==> src/rtl/pfq_pkg.sv <==
// Shared types and constants for the instruction prefetch queue.
package pfq_pkg;

  typedef enum logic [1:0] {
    IDLE   = 2'd0,
    REQ_LO = 2'd1,
    REQ_HI = 2'd2
  } pfq_state_t;

  localparam int INSTR_W = 32;
  localparam int HALF_W  = 16;

  localparam logic [HALF_W-1:0] PFQ_RESET_ADDR = 16'h0000;

endpackage

==> src/rtl/pfq_fifo.sv <==
// DEPTH x 32-bit instruction FIFO with synchronous flush; head reads as 0 when empty.
module pfq_fifo
  import pfq_pkg::*;
#(
  parameter  int DEPTH = 4,
  localparam int PW    = $clog2(DEPTH),
  localparam int CW    = PW + 1
) (
  input  logic               clk,
  input  logic               reset,
  input  logic               flush,
  input  logic               wr_en,
  input  logic [INSTR_W-1:0] wr_data,
  input  logic               rd_en,
  output logic [CW-1:0]      count,
  output logic [INSTR_W-1:0] head
);

  logic [INSTR_W-1:0] mem [DEPTH];
  logic [PW-1:0]      wr_ptr, rd_ptr;
  logic               do_rd;

  // A read request against an empty queue is silently dropped.
  assign do_rd = rd_en && (count != '0);
  assign head  = (count != '0) ? mem[rd_ptr] : '0;

  always_ff @(posedge clk or negedge reset) begin
    if (!reset) begin
      wr_ptr <= '0;
      rd_ptr <= '0;
      count  <= '0;
    end else if (flush) begin
      wr_ptr <= '0;
      rd_ptr <= '0;
      count  <= '0;
    end else begin
      if (wr_en) wr_ptr <= wr_ptr + PW'(1);
      if (do_rd) rd_ptr <= rd_ptr + PW'(1);
      count <= count + CW'(wr_en) - CW'(do_rd);
    end
  end

  always_ff @(posedge clk) begin
    if (wr_en && !flush) mem[wr_ptr] <= wr_data;
  end

endmodule

==> src/rtl/prefetch_queue.sv <==
// Instruction prefetch: two-halfword bus fetch FSM feeding a FIFO toward the decoder.
// Optional PFQ_PERF_EN adds saturating fetch/stall performance counters.
module prefetch_queue
  import pfq_pkg::*;
#(
  parameter  int                DEPTH      = 4,
  parameter  logic [HALF_W-1:0] RESET_ADDR = PFQ_RESET_ADDR,
  localparam int                CW         = $clog2(DEPTH) + 1
) (
  input  logic               clk,
  input  logic               reset,
  input  logic               cs_pfq,
  input  logic               flush,
  input  logic [HALF_W-1:0]  flush_addr,
  output logic               mem_req,
  output logic [HALF_W-1:0]  mem_addr,
  input  logic [HALF_W-1:0]  mem_data,
  input  logic               mem_ready,
  output logic [INSTR_W-1:0] ir,
  output logic               ir_valid,
  input  logic               dec_ready,
  output logic [CW-1:0]      count
`ifdef PFQ_PERF_EN
  ,
  output logic [15:0]        perf_fetch_cnt,
  output logic [15:0]        perf_stall_cnt
`endif
);

  pfq_state_t        state, state_nxt;
  logic [HALF_W-1:0] pc, pc_nxt, addr_nxt, lo_buf, lo_nxt;
  logic              pop, push, space_after;

  assign ir_valid = (count != '0);
  assign pop      = ir_valid && dec_ready;
  assign push     = (state == REQ_HI) && mem_ready && !flush;
  assign mem_req  = (state != IDLE);

  // Occupancy after this cycle's push and pop; decides whether another fetch may start.
  assign space_after = (int'(count) + 1 - int'(pop)) < DEPTH;

  always_comb begin
    state_nxt = state;
    pc_nxt    = pc;
    addr_nxt  = mem_addr;
    lo_nxt    = lo_buf;
    if (flush) begin
      state_nxt = IDLE;
      pc_nxt    = {flush_addr[HALF_W-1:1], 1'b0};
      addr_nxt  = {flush_addr[HALF_W-1:1], 1'b0};
      lo_nxt    = '0;
    end else begin
      case (state)
        IDLE: if (cs_pfq && (int'(count) < DEPTH || pop)) begin
          state_nxt = REQ_LO;
          addr_nxt  = pc;
        end
        REQ_LO: if (mem_ready) begin
          lo_nxt    = mem_data;
          addr_nxt  = pc + 16'd1;
          state_nxt = REQ_HI;
        end
        REQ_HI: if (mem_ready) begin
          pc_nxt    = pc + 16'd2;
          addr_nxt  = pc + 16'd2;
          state_nxt = (cs_pfq && space_after) ? REQ_LO : IDLE;
        end
        default: state_nxt = IDLE;
      endcase
    end
  end

  always_ff @(posedge clk or negedge reset) begin
    if (!reset) begin
      state    <= IDLE;
      pc       <= RESET_ADDR;
      mem_addr <= RESET_ADDR;
      lo_buf   <= '0;
    end else begin
      state    <= state_nxt;
      pc       <= pc_nxt;
      mem_addr <= addr_nxt;
      lo_buf   <= lo_nxt;
    end
  end

  pfq_fifo #(.DEPTH(DEPTH)) u_fifo (
    .clk     (clk),
    .reset   (reset),
    .flush   (flush),
    .wr_en   (push),
    .wr_data ({mem_data, lo_buf}),
    .rd_en   (pop && !flush),
    .count   (count),
    .head    (ir)
  );

`ifdef PFQ_PERF_EN
  // Counters survive flush so they span whole program runs.
  always_ff @(posedge clk or negedge reset) begin
    if (!reset) begin
      perf_fetch_cnt <= '0;
      perf_stall_cnt <= '0;
    end else begin
      if (push && perf_fetch_cnt != 16'hFFFF) perf_fetch_cnt <= perf_fetch_cnt + 16'd1;
      if (!ir_valid && cs_pfq && perf_stall_cnt != 16'hFFFF)
        perf_stall_cnt <= perf_stall_cnt + 16'd1;
    end
  end
`endif

endmodule

==> config.mk <==
export PLATFORM = sky130hd
export DESIGN_NAME = prefetch_queue
export DESIGN_NICKNAME = d
export VERILOG_FILES = /design/src/rtl/pfq_pkg.sv /design/src/rtl/pfq_fifo.sv /design/src/rtl/prefetch_queue.sv
export SDC_FILE = /design/constraint.sdc
export NUM_CORES = 1
export LEC_CHECK = 0
export BUFFER_PORTS_ARGS = -buffer_cell sky130_fd_sc_hd__buf_2
export CORE_UTILIZATION = 48
export CTS_BUF_LIST = sky130_fd_sc_hd__clkbuf_16
export DETAILED_ROUTE_END_ITERATION = 7
export GPL_ROUTABILITY_DRIVEN = 0
export PLACE_DENSITY = 0.68
export REMOVE_ABC_BUFFERS = 1
export SYNTH_ARGS = -nofsm -noshare
export SYNTH_HDL_FRONTEND = slang
export SYNTH_SLANG_ARGS = --single-unit
==> constraint.sdc <==
create_clock -name clk -period 5.6 [get_ports clk]
set_input_delay 0.56 -clock clk [delete_from_list [all_inputs] [get_ports clk]]
set_output_delay 0.56 -clock clk [all_outputs]
set_load 0.02 [all_outputs]
**Word level (Yosys, flattened, before mapping)**

Memory sizes are Yosys's and may differ from the RTL's.
Cells that the tools add are included.

- Add/sub/neg operators: 8
- Order comparisons: 2
- Eq/ne operators: 5
- Muxes and demuxes: 24
- Reductions and logical operators: 23

Operators with widths:

| cell | count |
|---|---|
| $mux W16 | 9 |
| $pmux W16 S3 | 1 |
| $mux W32 | 1 |
| $add A16 B1 Y16 const B | 1 |
| $add A16 B2 Y16 const B | 1 |
| $mux W2 | 8 |
| $reduce_bool A2 Y1 | 6 |
| $ne A3 B3 Y1 const B | 3 |
| $logic_and A1 B1 Y1 | 8 |
| $pmux W2 S3 | 1 |
| $lt A5 B4 Y1 const B | 1 |
| $sub A4 B1 Y5 | 1 |
| $add A2 B1 Y2 const B | 2 |
| $add A3 B1 Y4 const B | 1 |
| $reduce_and A2 Y1 | 2 |
| $reduce_and A4 Y1 | 1 |
| $reduce_bool A4 Y1 | 1 |
| $add A3 B1 Y3 | 1 |
| $lt A3 B3 Y1 const B | 1 |
| $mux W1 | 3 |
| $mux W3 | 1 |
| $reduce_and A3 Y1 | 1 |
| $reduce_bool A3 Y1 | 1 |
| $sub A3 B1 Y3 | 1 |
| other kinds (5) | 5 |

- Bits in registers: 57
- Memory bits (writable): 128
- Input port bits: 38
- Output and inout bits: 53
- Word-level logic and storage cells: 70
- Memories kept: 1

Memories:

| memory | words | bits a word | rd ports | clocked after Yosys merged registers in | wr ports | RTL line | RTL |
|---|---|---|---|---|---|---|---|
| u_fifo.mem | 4 | 32 | 1 | 0 | 1 | pfq_fifo.sv:19 | `logic [INSTR_W-1:0] mem [DEPTH];` |

**Logic depth before layout (Yosys ltp)**

Gate-level depths: netlist of run 1.

- Word-level depth: 9
- Mapped depth: 11
- Mapped depth without buffers: 10

**Cells and area by module**

Synthesis of run 1 repeated with hierarchy kept, for this count alone.

- Cells, all modules: 553
- Area total of the unflattened synthesis: 8155.3 um^2

Modules (own cells, without submodules):

| module | times used | cells an instance | area an instance (um^2) | seq. area each (um^2) |
|---|---|---|---|---|
| pfq_fifo | 1 | 245 | 5328.9 | 4018.9 |
| prefetch_queue | 1 | 308 | 2826.5 | 1226.2 |

**Worst setup path after synthesis of run 1**

Ideal clock, no wire load.

- Path type: reg-to-reg
- Start: register state[0]
- End: memory u_fifo.mem[0][0] (enable)
- Library setup time: 0.392 ns
- Data arrival time: 1.984 ns
- Required time: 5.208 ns
- Path slack: 3.224 ns
- Cell stages (with the launch flop): 6
- Buffers on the path: 1
- Period minus slack after synthesis: 2.376 ns
- Path through: dfrtp_1 inv_1 ha_1 and2_1 buf_2 and3_1

- Word-level cells in the longest chain between the ends: 6

Ends and longest elaborated chain:

| what | RTL line | RTL |
|---|---|---|
| from (decl) | prefetch_queue.sv:30 | `pfq_state_t state, state_nxt;` |
| from (signal assigned) | prefetch_queue.sv:80 | `state <= state_nxt;` |
| $eq A2 B2 Y1 | prefetch_queue.sv:36 | `assign push = (state == REQ_HI) && mem_ready && !flush;` |
| $logic_and A1 B1 Y1 (2 in a row) | prefetch_queue.sv:36 |  |
| $logic_and A1 B1 Y1 | pfq_fifo.sv:44 | `if (wr_en && !flush) mem[wr_ptr] <= wr_data;` |
| $mux W1 | pfq_fifo.sv:44 |  |
| $mux W1 (not written as such) | pfq_fifo.sv:44 |  |
| to (decl) | pfq_fifo.sv:19 |  |

Every way passes these cells.

**Final worst setup path of run 1**

- Start: register u_fifo.rd_ptr[0]
- End: output ir[12]

- Word-level cells in the longest chain between the ends: 2

Ends and longest elaborated chain:

| what | RTL line | RTL |
|---|---|---|
| from (decl) | pfq_fifo.sv:20 | `logic [PW-1:0] wr_ptr, rd_ptr;` |
| from (signal assigned) | pfq_fifo.sv:38 | `if (do_rd) rd_ptr <= rd_ptr + PW'(1);` |
| $mem_v2 Z4 W32 | n/a |  |
| $mux W32 | pfq_fifo.sv:25 | `assign head = (count != '0) ? mem[rd_ptr] : '0;` |
| to (decl) | prefetch_queue.sv:19 | `output logic [INSTR_W-1:0] ir,` |

Every way passes these cells.

==> results of run 1 <==
[where the power goes]
part           total (mW)  switching, mW  internal [mW]  leakage (nW)
Clock                1.14          0.488          0.651         0.282
Sequential           1.68          0.107           1.57          1.87
Combinational        1.23          0.748          0.483          1.28
Total                4.05           1.34           2.71          3.43
[registers in the layout, indices dropped and copies added, names as in the netlist]
signal         flops
lo_buf            16
mem_addr          16
pc                15
state              2
u_fifo.count       3
u_fifo.mem       128
u_fifo.rd_ptr      2
u_fifo.wr_ptr      2
[final timing paths]
check / endpoint / slack (ns) / depth (start not counted)
worst max-delay path: ir[12] / 2.54 / 4
worst min-delay path: lo_buf[5] / 0.31 / 2
worst max register to register: u_fifo.mem[1][24] / 2.98 / 4
worst min register to register: u_fifo.mem[2][8] / 0.52 / 0
max in group asynchronous: u_fifo.rd_ptr[0] / 4.73 / 2
min in group clk: mem_addr[11] / 0.37 / 3
[layout make-up]
class	count	area, um2
timing repair buffer	94	483
sequential	184	5250
clock buffer	17	425
fill	1328	6940
multi-input combinational	322	2570
tap	216	270
clock inverter	15	138
inverter	11	41.3
[worst max-delay path, delay by kind of cell (launching register included)]
kind | cells | cell delay [ns]
flip-flops | 1 | 0.64
buffers and inverters | 2 | 0.67
AND/OR/NAND/NOR | 1 | 0.18
multiplexers | 1 | 0.56
[kinds of logic (layout without fill, tap and decap cells)]
logic type / count (synthesis) / after routing / synth area share, %
flip-flops: 184 / 184 / 65.5
AND/OR/NAND/NOR: 163 / 163 / 10.6
AO/OA/AOI/OAI: 85 / 85 / 6.97
buffers and inverters: 44 / 137 / 2.48
multiplexers: 40 / 40 / 10.1
XOR/XNOR: 21 / 21 / 2.30
adder cells (fa/ha/maj): 13 / 13 / 2.12
[routing by layer]
metal  GRT usage (%)  vias to the layer above  part of all wire, %
li1                -                     2202                    -
met1            25.6                     2389                   44
met2            32.1                      124                   50
met3            4.32                       20                  4.6
met4            6.34                        2                  1.3
met5               0                        -                0.082
[layout by cell type (no fill, tap or decap), types with 13 or more instances in the layout]
cell       Yosys  final
nor2_1        22     22
edfxtp_1     128    128
a21oi_1       22     22
dfrtp_1       56     55
buf_2          9     89
mux4_2        32     32
clkbuf_16      0     17
inv_1         11     15
and2_1        35     35
o21ai_1       13     13
o21ai_0       15     15
nand2_1       60     60
[through the flow]
| step | instance area [um2] | cells | utilization (%) | hold WS (ns) |
|---|---|---|---|---|
| floorplan | 7850 | 517 | - | 0.264 |
| global placement | 8610 | 827 | 53.4 | 0.484 |
| detailed placement | 8610 | 827 | 53.4 | 0.498 |
| CTS | 9180 | 859 | 56.9 | 0.327 |
| global route | 9180 | 859 | 56.9 | 0.361 |
| finish | 9180 | 859 | 56.9 | 0.310 |
[Yosys cell counts (13+ instances only)]
cell / count / area share (%)
edfxtp_1: 128 / 48
nand2_1: 60 / 2.8
dfrtp_1: 56 / 17
and2_1: 35 / 2.7
mux4_2: 32 / 9.0
a21oi_1: 22 / 1.4
nor2_1: 22 / 1.0
clkbuf_1: 16 / 0.75
o21ai_0: 15 / 0.94
o21ai_1: 13 / 0.81
==> results.tsv, run 1 <==
stage	metric	value	unit
global_route	largest net degree at the start of global routing	57	
floorplanning	Core Area	0.0161	mm2
cells_and_area	# diodes	0	
global_route	initial antenna violation count	1	
global_route	GRT Total Usage	19.4	%
yosys	most common flop cell mapped by yosys	edfxtp_1	
sta	Final Hold Vio Count	0	
detailed_routing	DRC	0	
yosys	ys async rst share	30.4	%
detailed_routing	drt pass-1 iters	5	
placement	PortBufs	89	
detailed_routing	Initial DRC Count	364	
placement	post-DP HPWL	9.56	mm
pwr	Pwr Total	4.05	mW
critical_path	CP Max Fanout	22	
cts	clk slew on worst S/H paths	0.06	ns
run	Max-cap violations	0	
detailed_routing	DRT Wirelength	15.9	mm
critical_path	Worst Path Required	5.04	ns
critical_path	critical path arrival	2.50	ns
floorplanning	row count	46	
sta	unrepaired setup endpoints after global routing	no	
sta	Achievable Freq	327	MHz
global_route	first-pass GRT wire length	25.6	mm
cts	depth of the CTS H-tree	4	
sta	Tightest Pin Transition	0.886	ns
detailed_routing	post-DR wirelength/cell	18.5	um
sta	Setup Skew	0.00793	ns
critical_path	Setup Crit Path Kind	reg2out	
sta	# setup viols final	0	
yosys	Synth Area per Inst	14.6	um2
floorplanning	IO Count	91	
yosys	Synth Instances	550	
sta	period utilisation layout	54.6	%
floorplanning	die area	0.0172	mm2
floorplanning	effective utilization at floorplan	49.7	%
pwr	PwrDens	442	mW/mm2
cts	Clock Sink Count	184	
global_route	GRT Residual Overflow	0	
sta	Worst Setup Slack, final	2.54	ns
pwr	maximum vdd drop	0.241	mV
worst_hold_path	Hold Crit Class	in2async	
sta	Final Slew Violations	0	
cts	TritonCTS Buffers	17	
cts	Clock Path Buffers	2	
yosys	Yosys reg bits	184	
yosys	post-synth cell types	55	
cts	CTS root buf	clkbuf_16	
yosys	Synthesis Warnings	0	
critical_path	worst-path cell chain	buf_4 -> mux4_2 -> and2_1 -> buf_2	
cts	hold buffers post-CTS	0	
cells_and_area	layout cells sized above 1	27.2	%
placement	pre-CTS setup slack	2.80	ns
yosys	sequential share of the synthesized area	65.5	%
cts	CTS tree	done	
yosys	Syn Std Cell Area	0.00801	mm2
critical_path	Slowest-stage cell, CP	dfrtp_2	
cts	CTS resizes	0	
pwr	Leak	3.43	nW
sta	fin crit period	3.06	ns
detailed_routing	ANT nets after route	0	
critical_path	CP Launch Point	u_fifo.rd_ptr[0]	
critical_path	Setup crit start kind	flop	
cts	Post CTS Setup Buffer Count	0	
critical_path	CP endpoint kind	primary output	
critical_path	Slowest Stage Delay on Critical Path	0.64	ns
cells_and_area	Nets	681	
detailed_routing	DR vias/cell	5.51	
floorplanning	Die Span Y	131	um
cts	Worst-Skew Late Latency	0.42	ns
sta	max_slew headroom	40.9	%
critical_path	FF-to-FF Start	state[0]	
detailed_routing	via count	4737	
sta	Setup Total Neg Slack	0	ns
floorplanning	die width	131	um
global_route	vias in the first global route	4793	
yosys	EDFF count, synth	128	
cells_and_area	P&R area growth vs syn	14.5	%
run_status	status	finished, final reports clean	
Note: power is estimated with default switching activity, not from simulation.
==> run 2, diff against run 1 <==
Settings changed: PLACE_DENSITY 0.68 to 0.7.
Clock period 5.6 ns to 2.59 ns, I/O delays scaled along.
==> run 2 against run 1 <==
The run now ends with hold timing left. Register-to-register slack lost 2.8 ns. Via count grew 1.1%. Total power grew 120%. Combinational power grew 120%. Routed wire length grew 0.32%. Worst setup slack lost 2.4 ns. Clock-buffer cell count is the same. Hold slack lost 0.32 ns. Critical path type unchanged.
==> results.tsv, run 2 (same netlist as run 1, synthesis figures left out) <==
stage	metric	value	unit	change
run_status	status	finished, violations left		
run_status	violated checks	hold timing		
detailed_routing	DRT Wirelength	15.9	mm	+0.32%
sta	Achievable Freq	408	MHz	
floorplanning	effective utilization at floorplan	49.7	%	unchanged
pwr	maximum vdd drop	0.600	mV	+150%
cts	clk slew on worst S/H paths	0.07	ns	about the same
floorplanning	die area	0.0172	mm2	unchanged
floorplanning	die width	131	um	unchanged
sta	Setup Skew	0.0107	ns	+0.00280 ns
pwr	PwrDens	952	mW/mm2	+120%
critical_path	critical path arrival	2.19	ns	-0.31 ns
cells_and_area	commonest non-fill, non-tap cells in the layout	edfxtp_1, buf_2, nand2_1, dfrtp_1, and2_1		
pwr	sw frac	33.5	%	+0.35 points
cts	TritonCTS Buffers	17		unchanged
sta	Tightest Pin Transition	1.00	ns	+0.115 ns
floorplanning	row count	46		unchanged
cts	CTS tree	done		
cells_and_area	Top reg by flops	u_fifo.mem		
sta	Worst Setup Slack, final	0.141	ns	-2.40 ns
detailed_routing	via count	4789		+1.1%
placement	Inst Count DP	839		+1.5%
pwr	clock share of power	28.9	%	+0.8 points
floorplanning	IO Count	91		unchanged
run	Max-cap violations	0		unchanged
pwr	Leak	3.52	nW	+2.5%
cts	Post CTS Setup Buffer Count	0		unchanged
cts	Worst-Skew Late Latency	0.43	ns	about the same
sta	Setup Total Neg Slack	0	ns	unchanged
placement	PortBufs	89		unchanged
critical_path	reg2reg path depth	5		+1
global_route	GRT Residual Overflow	0		unchanged
global_route	vias in the first global route	4955		+3.4%
floorplanning	Core Area	0.0161	mm2	unchanged
sta	period utilisation layout	94.5	%	
detailed_routing	DR vias/cell	5.50		-0.30%
sta	fin crit period	2.45	ns	
pwr	cell-internal power	5.94	mW	+120%
pwr	combinational power share	30.4	%	about the same
cts	CTS root buf	clkbuf_16		
detailed_routing	DRC	0		unchanged
global_route	first-pass GRT wire length	26.4	mm	+3.2%
cells_and_area	most common cell after layout, fill and taps aside	edfxtp_1		
placement	Placed Instance Area	0.00878	mm2	+1.9%
sta	unrepaired setup endpoints after global routing	no		
cells_and_area	layout cells sized above 1	29.2	%	+1.9 points
cells_and_area	# diodes	0		unchanged
cts	hold buffers post-CTS	0		unchanged
detailed_routing	post-DR wirelength/cell	18.3	um	-1.1%
cts	Clock Sink Count	184		unchanged
cells_and_area	top flop regs	u_fifo.mem (128), lo_buf (16), mem_addr (16)		
cells_and_area	post-route insts no fill	871		+1.4%
cts	depth of the CTS H-tree	4		unchanged
critical_path	CP endpoint kind	primary output		
sta	Final Slew Violations	0		unchanged
sta	Hold Slack	-0.00786	ns	-0.318 ns
placement	pre-CTS setup slack	0.352	ns	-2.45 ns
detailed_routing	ANT nets after route	0		unchanged
cells_and_area	Nets	693		+1.8%
global_route	largest net degree at the start of global routing	45		-21%
cts	Clock Path Buffers	2		unchanged
global_route	initial antenna violation count	2		+1
pwr	Flop pwr share	40.7	%	-0.8 points
critical_path	Setup crit start kind	flop		
cts	CTS resizes	0		unchanged
worst_hold_path	Hold Crit Class	in2async		
floorplanning	Die Span Y	131	um	unchanged
sta	# setup viols final	0		unchanged
cells_and_area	max reg flops	128		unchanged
detailed_routing	drt pass-1 iters	4		-1
sta	Final Hold Vio Count	11		+11
pwr	Pwr Total	8.93	mW	+120%
critical_path	CP Max Fanout	20		-9.1%
pwr	sw power	2.99	mW	+120%
sta	max_slew headroom	33.2	%	-7.7 points
placement	post-DP HPWL	9.75	mm	+1.9%
cells_and_area	end-of-flow core utilization	58.2	%	+1.2 points
cells_and_area	cell area after layout	0.00938	mm2	+2.2%
critical_path	FF-to-FF setup slack	0.22	ns	-2.76 ns
global_route	GRT Total Usage	20.0	%	+0.59 points
cells_and_area	P&R area growth vs syn	17.0	%	
detailed_routing	Initial DRC Count	297		-18%
critical_path	Setup Crit Path Kind	reg2out		
critical_path	Worst Path Required	2.33	ns	-2.71 ns
run 2: cell types whose count changed in the layout (fill, tap and decap cells not counted):
cell	before	now
clkinv_8	0	1
clkinvlp_4	3	2
clkinv_4	0	3
inv_6	3	2
inv_8	0	2
clkinv_1	1	0
buf_12	0	6
inv_1	15	12
buf_4	5	11
run 2: routing by layer:
metal | global-route usage [%] | wire [um] | vias up
li1 | - | - | 2224
met1 | 25.8 | 6830 | 2413
met2 | 32.6 | 7990 | 133
met3 | 6.29 | 915 | 15
met4 | 5.62 | 144 | 4
met5 | 0 | 23 | -
run 2: final cells by class:
type | instances | area [um2]
Clock buffer | 17 | 425
Clock inverter | 15 | 171
Fill cell | 1290 | 6740
Inverter | 11 | 41.3
Multi-Input combinational cell | 322 | 2570
Sequential cell | 184 | 5250
Tap cell | 216 | 270
Timing Repair Buffer | 106 | 648
run 2: power groups by stage:
stage               Clock (mW)  Combinational [mW]  Sequential (mW)
floorplan                    0                1.61             3.86
global placement             0                2.71             3.67
detailed placement           0                2.74             3.69
CTS                       2.63                2.76             3.63
global route              2.76                2.96             3.67
finish                    2.58                2.71             3.63
run 2: worst max-delay path, stage by stage, from the launching register on:
cell     delay, ns
dfrtp_2       0.62
buf_12        0.26
mux4_2        0.52
and2_1        0.19
buf_2         0.16
run 2: path summary, 6_finish.rpt:
| kind | from | to |
|---|---|---|
| setup / recovery | u_fifo.rd_ptr[0] | ir[31] |
| hold / removal | reset | mem_addr[11] |
| setup reg to reg | state[1] | mem_addr[13] |
| hold reg to reg | lo_buf[11] | u_fifo.mem[3][11] |
| max in group asynchronous | reset | lo_buf[9] |
| min in group clk | flush_addr[4] | mem_addr[4] |
==> run 3, diff against run 2 <==
==> constraint.sdc (replaced) <==
create_clock -name clk -period 2.59 [get_ports clk]
set_input_delay 0.1295 -clock clk [delete_from_list [all_inputs] [get_ports clk]]
set_output_delay 0.1295 -clock clk [all_outputs]
set_load 0.02 [all_outputs]
==> run 3 against run 2 <==
The flow now finishes without violations. Core utilization is 1.5 points higher. Maximum frequency is 9.0% higher. Flip-flop and latch count stayed put. Critical path depth is 6 higher. Total power is 0.72% lower. Via count is 3.0% higher. Non-clock buffer count is 28 higher. Clock-buffer cell count stayed put. Global-route usage is 0.24 points higher. Sequential share of layout area is 1.4 points lower. Die area stayed put. Cell count is 3.2% higher. Critical path type is now reg2reg.
==> results.tsv, run 3 (same netlist as run 1, synthesis figures left out) <==
stage	metric	value	unit	change
pwr	Pwr Total	8.86	mW	-0.72%
cts	Clock Sink Count	184		unchanged
placement	post-DP HPWL	10.0	mm	+3.0%
detailed_routing	via count	4933		+3.0%
floorplanning	effective utilization at floorplan	49.7	%	unchanged
sta	unrepaired setup endpoints after global routing	no		
pwr	PwrDens	922	mW/mm2	-3.2%
critical_path	Setup Crit Path Kind	reg2reg		
detailed_routing	DRC	0		unchanged
sta	Final Slew Violations	0		unchanged
sta	max_slew headroom	37.2	%	+4.0 points
cts	Clock Path Buffers	2		unchanged
critical_path	Slowest-stage cell, CP	dfrtp_1		
cells_and_area	Filler cells	1247		-3.3%
cells_and_area	# diodes	0		unchanged
floorplanning	die width	131	um	unchanged
critical_path	CP Max Fanout	5		-75%
cells_and_area	Top reg by flops	u_fifo.mem		
cells_and_area	area occupied by multi-input gates	0.00257	mm2	unchanged
global_route	GRT Residual Overflow	0		unchanged
cts	CTS tree	done		
cells_and_area	max reg flops	128		unchanged
run	Max-cap violations	0		unchanged
global_route	vias in the first global route	5150		+3.9%
critical_path	critical path arrival	2.55	ns	+0.36 ns
sta	Achievable Freq	445	MHz	+9.0%
sta	Final Hold Vio Count	0		-11
detailed_routing	post-DR wirelength/cell	18.1	um	-1.0%
cells_and_area	top flop regs	u_fifo.mem (128), lo_buf (16), mem_addr (16)		
cells_and_area	Nets	721		+4.0%
cts	Worst-Skew Late Latency	0.42	ns	about the same
cts	CTS root buf	clkbuf_16		
placement	PortBufs	89		unchanged
global_route	largest net degree at the start of global routing	42		-6.7%
global_route	initial antenna violation count	0		-2
detailed_routing	Initial DRC Count	270		-9.1%
cells_and_area	commonest non-fill, non-tap cells in the layout	edfxtp_1, buf_2, nand2_1, dfrtp_1, and2_1		
detailed_routing	DRT Wirelength	16.3	mm	+2.2%
detailed_routing	drt pass-1 iters	4		unchanged
pwr	Leak	3.62	nW	+3.0%
cts	depth of the CTS H-tree	4		unchanged
floorplanning	IO Count	91		unchanged
sta	Tightest Pin Transition	0.942	ns	-0.0598 ns
placement	Placed Instance Area	0.00877	mm2	about the same
floorplanning	Core Area	0.0161	mm2	unchanged
cts	CTS resizes	0		unchanged
floorplanning	row count	46		unchanged
cts	clk slew on worst S/H paths	0.07	ns	about the same
critical_path	Slowest Stage Delay on Critical Path	0.45	ns	-0.17 ns
critical_path	CP endpoint kind	flop		
cells_and_area	Register Area	0.00525	mm2	unchanged
global_route	GRT Total Usage	20.3	%	+0.24 points
worst_hold_path	Hold Crit Class	in2reg		
global_route	first-pass GRT wire length	26.9	mm	+2.1%
sta	# setup viols final	0		unchanged
pwr	maximum vdd drop	0.542	mV	-9.7%
critical_path	Setup crit start kind	flop		
cells_and_area	P&R area growth vs syn	20.0	%	
detailed_routing	ANT nets after route	0		unchanged
cells_and_area	cell area after layout	0.00962	mm2	+2.6%
sta	fin crit period	2.25	ns	-0.202 ns
cells_and_area	layout cells sized above 1	28.1	%	-1.0 points
sta	period utilisation layout	86.7	%	-7.8 points
run_status	status	finished, final reports clean		
detailed_routing	DR vias/cell	5.49		-0.20%
critical_path	worst-path cell chain	or3_1 -> nand2_1 -> nor2_1 -> ha_1 -> inv_1 -> ha_1 -> inv_1 -> fa_1 -> xnor2_1 -> nor2_1		
sta	Setup Total Neg Slack	0	ns	unchanged
floorplanning	Die Span Y	131	um	unchanged
floorplanning	die area	0.0172	mm2	unchanged
cts	TritonCTS Buffers	17		unchanged
cells_and_area	most common cell after layout, fill and taps aside	edfxtp_1		
critical_path	Worst Path Required	2.90	ns	+0.57 ns
sta	Setup Skew	0.00663	ns	-0.00410 ns
-- run 3: changes by cell type in the layout (fill, tap and decap cells not counted), sizes merged --
cell | before | now
buf | 106 | 107
bufinv | 2 | 1
dlygate4sd3 | 0 | 27
inv | 16 | 17
-- run 3: worst paths after layout --
kind / startpoint / endpoint / slack (ns) / cells past startpoint
hold / removal: flush / u_fifo.wr_ptr[1] / 0.01 / 2
setup reg to reg: u_fifo.count[1] / u_fifo.count[2] / 0.34 / 10
setup / recovery: u_fifo.count[1] / u_fifo.count[2] / 0.34 / 10
hold reg to reg: lo_buf[9] / u_fifo.mem[2][9] / 0.52 / 0
min in group asynchronous: reset / mem_addr[11] / 0.38 / 2
max in group asynchronous: reset / lo_buf[12] / 1.46 / 3
-- run 3: repair_timing --
item,4_1_cts,5_1_grt
setup endpoints to repair,0,0
endpoints found under the hold margin,138,0
setup buffers,0,0
hold buffers,27,0
-- run 3: where the power goes --
part / leakage (nW) / switching [mW] / internal (mW)
combinational: 1.47 / 1.67 / 1.10
sequential: 1.87 / 0.190 / 3.40
clock: 0.282 / 1.14 / 1.35
-- run 3: layout make-up --
class / count / share of cell area [%]
Inverter: 11 / 0.429
Multi-Input combinational cell: 322 / 26.8
Timing Repair Buffer: 134 / 9.50
Clock buffer: 17 / 4.42
Clock inverter: 15 / 1.52
Tap cell: 216 / 2.81
Sequential cell: 184 / 54.6
-- run 3: stage by stage --
stage	util, %	worst slack [ns]	hold slack (ns)	cells
after floorplan	-	0.00529	-0.166	517
after detailed placement	54.4	0.376	0.322	840
after global placement	54.4	0.440	0.316	840
after CTS	59.7	0.308	0.00375	899
final	59.7	0.343	0.0147	899
after global routing	59.7	0.170	0.00341	899
-- run 3: critical path: cells and delay by family (launching register included) --
family,cells,cell delay [ns]
AND/OR/NAND/NOR,4,0.61
buffers and inverters,2,0.11
adder cells (fa/ha/maj),3,0.77
XOR/XNOR,1,0.18
flip-flops,1,0.45
-- run 3: per-layer routing --
| metal | global-route usage [%] | up-vias | part of all wire, % |
|---|---|---|---|
| li1 | - | 2275 | - |
| met1 | 25.6 | 2502 | 44 |
| met2 | 33.9 | 140 | 50 |
| met3 | 5.44 | 16 | 4.9 |
| met4 | 6.47 | 0 | 1.2 |
| met5 | 0 | - | 0 |
